--- src/rtl/wb_queue.sv ---
// wb_queue: in-order writeback queue merging ALU and memory/mul-div results onto one register-file write port.
// Define WB_QUEUE_FWD_EN to drive fwd_data1/fwd_data2 with the youngest pending value (otherwise tied to 0).
module wb_queue #(
    parameter int DEPTH = 4
) (
    input  logic                    clk,
    input  logic                    rst,
    input  logic                    alu_valid,
    input  logic [4:0]              alu_reg,
    input  logic [31:0]             alu_data,
    output logic                    alu_ready,
    input  logic                    mem_valid,
    input  logic [4:0]              mem_reg,
    input  logic [31:0]             mem_data,
    output logic                    mem_ready,
    output logic                    RegWrite,
    output logic [4:0]              WriteReg,
    output logic [31:0]             WriteData,
    input  logic [4:0]              q_reg1,
    input  logic [4:0]              q_reg2,
    output logic                    fwd_hit1,
    output logic                    fwd_hit2,
    output logic [31:0]             fwd_data1,
    output logic [31:0]             fwd_data2,
    output logic [$clog2(DEPTH):0]  count
);

    localparam int AW = $clog2(DEPTH);
    localparam int CW = AW + 1;
    localparam logic [CW-1:0] C_DEPTH  = CW'(DEPTH);
    localparam logic [CW-1:0] C_ALMOST = CW'(DEPTH - 1);

    logic [4:0]    r_reg  [DEPTH];
    logic [31:0]   r_data [DEPTH];
    logic [AW-1:0] r_head;
    logic [AW-1:0] r_tail;
    logic [CW-1:0] r_count;

    logic          w_alu_acc;
    logic          w_mem_acc;
    logic          w_alu_st;
    logic          w_mem_st;
    logic          w_deq;
    logic [AW-1:0] w_mem_idx;
    logic [AW-1:0] w_idx  [DEPTH];
    logic          w_live [DEPTH];

    assign count     = r_count;
    assign alu_ready = (r_count < C_DEPTH);
    // mem must leave room for a same-cycle ALU entry, which is always the older one.
    assign mem_ready = (r_count < C_ALMOST) || ((r_count == C_ALMOST) && !alu_valid);

    assign w_alu_acc = alu_valid && alu_ready && !rst;
    assign w_mem_acc = mem_valid && mem_ready && !rst;
    assign w_alu_st  = w_alu_acc && (alu_reg != 5'd0);
    assign w_mem_st  = w_mem_acc && (mem_reg != 5'd0);
    assign w_deq     = (r_count != '0) && !rst;
    assign w_mem_idx = r_tail + AW'(w_alu_st);

    assign RegWrite  = w_deq;
    assign WriteReg  = w_deq ? r_reg[r_head]  : 5'd0;
    assign WriteData = w_deq ? r_data[r_head] : 32'd0;

    always_ff @(posedge clk) begin
        if (rst) begin
            r_head  <= '0;
            r_tail  <= '0;
            r_count <= '0;
        end else begin
            r_head  <= r_head + AW'(w_deq);
            r_tail  <= r_tail + AW'(w_alu_st) + AW'(w_mem_st);
            r_count <= r_count + CW'(w_alu_st) + CW'(w_mem_st) - CW'(w_deq);
        end
    end

    // NOTE: entry storage is not reset; only slots inside head..head+count are ever observed.
    always_ff @(posedge clk) begin
        if (w_alu_st) begin
            r_reg[r_tail]  <= alu_reg;
            r_data[r_tail] <= alu_data;
        end
        if (w_mem_st) begin
            r_reg[w_mem_idx]  <= mem_reg;
            r_data[w_mem_idx] <= mem_data;
        end
    end

    // Slot k holds the k-th oldest entry; it is live when k < count.
    always_comb begin
        for (int k = 0; k < DEPTH; k++) begin
            w_idx[k]  = r_head + AW'(k);
            w_live[k] = (CW'(k) < r_count);
        end
    end

`ifdef WB_QUEUE_FWD_EN
    always_comb begin
        fwd_hit1  = 1'b0;
        fwd_hit2  = 1'b0;
        fwd_data1 = 32'd0;
        fwd_data2 = 32'd0;
        // Scan oldest to youngest so the last match wins.
        for (int k = 0; k < DEPTH; k++) begin
            if (w_live[k] && (q_reg1 != 5'd0) && (r_reg[w_idx[k]] == q_reg1)) begin
                fwd_hit1  = 1'b1;
                fwd_data1 = r_data[w_idx[k]];
            end
            if (w_live[k] && (q_reg2 != 5'd0) && (r_reg[w_idx[k]] == q_reg2)) begin
                fwd_hit2  = 1'b1;
                fwd_data2 = r_data[w_idx[k]];
            end
        end
    end
`else
    always_comb begin
        fwd_hit1 = 1'b0;
        fwd_hit2 = 1'b0;
        for (int k = 0; k < DEPTH; k++) begin
            if (w_live[k] && (q_reg1 != 5'd0) && (r_reg[w_idx[k]] == q_reg1)) fwd_hit1 = 1'b1;
            if (w_live[k] && (q_reg2 != 5'd0) && (r_reg[w_idx[k]] == q_reg2)) fwd_hit2 = 1'b1;
        end
    end

    assign fwd_data1 = 32'd0;
    assign fwd_data2 = 32'd0;
`endif

endmodule

--- config.mk ---
export PLATFORM = sky130hd
export DESIGN_NAME = wb_queue
export DESIGN_NICKNAME = d
export VERILOG_FILES = /design/src/rtl/wb_queue.sv
export SDC_FILE = /design/constraint.sdc
export NUM_CORES = 1
export LEC_CHECK = 0
export BUFFER_PORTS_ARGS = -buffer_cell sky130_fd_sc_hd__buf_2
export CORE_AREA = 2 2 200 202
export CTS_CLUSTER_SIZE = 10
export DETAILED_ROUTE_END_ITERATION = 8
export DIE_AREA = 0 0 202 204
export GPL_TIMING_DRIVEN = 0
export HOLD_SLACK_MARGIN = 0.03
export SYNTH_ARGS = -nofsm -noshare
export SYNTH_HDL_FRONTEND = slang
export SYNTH_SLANG_ARGS = --single-unit
export TNS_END_PERCENT = 10
--- constraint.sdc ---
create_clock -name clk -period 7.76 [get_ports clk]
set_input_delay 0 -clock clk [delete_from_list [all_inputs] [get_ports clk]]
set_output_delay 0 -clock clk [all_outputs]
set_load 0.02 [all_outputs]
==> results.toml <==
[global_route]
antenna_found_initial = 0
first_pass_grt_wire_length_mm = 39.5
globalRoute.totalOverflow = 0
maximum_number_of_pins_on_one_net_before_global_route_repair = 38
vias_in_the_first_global_route = 6653
grt_use_total = 0.129

[clock_tree]
holdBufCountCts = 112
clkLatencyLatePin_ps = 430
numCtsBuffers = 17
clk_pin_slew_ps = 70
post_cts.repair.setup_buffers = 0
cts_root_buf = "sky130_fd_sc_hd__clkbuf_16"
cts_tree = "built"
cts.repair.resized = 0
clock_sinks = 155
ctsLongestPathBuffers = 2
htreeDepth = 4

[critical_path]
startpoint_of_the_worst_slack_reg_to_reg_timing_path = "count[2]$_SDFF_PP0_"
worst-setup-path-type = "primary input to flop"
setup.worst_path.start_class = "primary input"
worst_setup_path_startpoint = "alu_reg[3]"
arrival_ps = 4170
critical_path.max_fanout = 10
worst_setup_path_end_kind = "flop"
timing.reg2reg.worst_path_depth = 10
critPathRequiredTime_ps = 7940

[sta]
grt_setup_unrepaired = "false"
final_min_period_over_clock_period = 0.514
timing.setup.tns_ps = 0
worst-slew-pin-transition_ps = 1280
fin_worst_skew_ps = 8.23
finalSetupViolCount = 0
period_minus_slack_ps = 3980
final_hold_viol_count = 0
finalMaxSlewViolations = 0
max_slew_margin = 0.149
fmax_mhz = 251
post-route-worst-setup-slack_ps = 3780

[synthesis]
main_combinational_cell_family_by_area_after_synthesis = "multiplexers"
count_of_cell_types_in_the_netlist = 51
synth-seq-cells = 155
basic_gate_share_of_the_synthesized_area_counting_and_or_nand_and_nor_cells = 0.0531
postSynth.topFlopCell = "sky130_fd_sc_hd__edfxtp_1"
synthArstFlopShare = 0
ys_seq_area_frac = 0.476
synth_enable_flop_cells = 148
syn-cell-area_sq_mm = 0.00963
synth_xor_area_frac = 0.0418
mapped_cells = 644
synth-adder-area-share = 0.0120
syn-mean-instance-area_sq_um = 15.0
synth_compound_area_frac = 0.0164
ys.warnings.count = 0
synth.area.mux_share = 0.317

[drt]
routed_wirelength_mm = 26.6
remaining_drc_errors = 0
initialDrtViolationCount = 233
ant_nets = 0
vias_per_cell = 4.21
vias = 6326
drt-pass1-iter-count = 4
detail_route.wl_per_cell_um = 17.7

[run_status]
run_status = "complete, no violations"

[final_layout]
largest_reg_flops = 128
area_growth_syn_to_layout_pct = 34.2
final_common_cell = "sky130_fd_sc_hd__edfxtp_1"
drive_gt1_frac = 0.434
mostFrequentLayoutCells = "sky130_fd_sc_hd__edfxtp_1 (148), sky130_fd_sc_hd__buf_2 (136), sky130_fd_sc_hd__dlygate4sd3_1 (112), sky130_fd_sc_hd__mux2_2 (81), sky130_fd_sc_hd__buf_4 (68)"
num_antenna_cells = 0
design.final.nets = 1061

[placed_design]
final_hpwl_dp_mm = 18.2
pre_cts_slack_ps = 3880
finalWeightedCongestion = 0.799
place.port_buffers = 123

[die]
die_area_sq_mm = 0.0412
placement_rows = 73
die_height_um = 204
design.core.area_sq_mm = 0.0392
io_pins = 197
starting_density_of_the_core = 0.246
die_width_um = 202

[pwr]
p_leak_nw = 4.93
power.density_cell_area_mw_per_mm2 = 248
max_vdd_drop_uv = 161

[job]
cap_viol_max_count = 0

[hold_path]
timing.hold.worst.class = "primary input to flop"
hold_path_startpoint = "mem_valid"
worstHoldPathCells = 4
worst max-delay path: stages:
cell and delay [ps]:
sky130_fd_sc_hd__dlygate4sd3_1 550, sky130_fd_sc_hd__buf_2 170, sky130_fd_sc_hd__or4_1 540, sky130_fd_sc_hd__o211ai_1 410, sky130_fd_sc_hd__inv_1 150, sky130_fd_sc_hd__ha_1 220
sky130_fd_sc_hd__xor2_1 400, sky130_fd_sc_hd__nor3b_1 370, sky130_fd_sc_hd__buf_6 250, sky130_fd_sc_hd__buf_6 230, sky130_fd_sc_hd__mux2_4 310, sky130_fd_sc_hd__dlygate4sd3_1 550
metal layers:
| metal | vias to the layer above | track usage | part of all wire |
|---|---|---|---|
| met2 | 177 | 0.233 | 0.52 |
| li1 | 2963 | - | - |
| met5 | - | 0 | 0 |
| met3 | 33 | 0.0223 | 0.037 |
| met1 | 3153 | 0.155 | 0.43 |
| met4 | 0 | 0.0449 | 0.018 |
logic make-up after synthesis:
group / Yosys count
AO/OA/AOI/OAI: 19
XOR/XNOR: 46
adder cells (fa/ha/maj): 8
multiplexers: 212
other: 1
flip-flops: 155
AND/OR/NAND/NOR: 87
buffers and inverters: 116
cell usage after synthesis, drive strengths merged (6+ instances only):
master,count,share of area
mux2,151,0.19
buf,94,0.075
ha,6,0.0078
mux4,48,0.11
nor2b,41,0.027
clkbuf,13,0.0051
edfxtp,148,0.46
nand2,6,0.0023
nor2,9,0.0035
nor3,8,0.0042
dfxtp,7,0.015
nand3,6,0.0036
mux2i,13,0.014
inv,8,0.0031
xnor2,15,0.014
xor2,31,0.028
through the flow:
step | hold WS, ps | utilization | cells | instance area (sq um) | total power [mW]
after floorplan | 178 | - | 707 | 9870 | 2.00
after global routing | 50.5 | 0.330 | 1503 | 12900 | 3.38
after global placement | 323 | 0.284 | 1355 | 11100 | 2.39
after detailed placement | 328 | 0.287 | 1359 | 11200 | 2.40
final | 49.0 | 0.330 | 1503 | 12900 | 3.21
after CTS | 34.8 | 0.330 | 1503 | 12900 | 3.26
final timing paths:
kind | slack [ps] | to
max | 3780 | r_data[2][16]$_DFFE_PP_
min | 50 | count[0]$_SDFF_PP0_
max reg2reg | 4030 | r_data[2][16]$_DFFE_PP_
min reg2reg | 610 | r_head[0]$_SDFF_PP0_
area by class of cell:
cell class                 count  area (sq um)
fill                        3891         26300
buffer                       107           767
multi-input combinational    436          4500
sequential                   155          4580
clock inverter                15           125
tap                          525           657
timing repair buffer         239          1830
inverter                       9          33.8
clock buffer                  17           425
where the power goes:
| group | total, mW | internal, mW | switching (mW) |
|---|---|---|---|
| Clock | 0.788 | 0.440 | 0.348 |
| Sequential | 1.10 | 1.05 | 0.0473 |
| Combinational | 1.32 | 0.609 | 0.713 |
(Power assumes the default switching activity.)
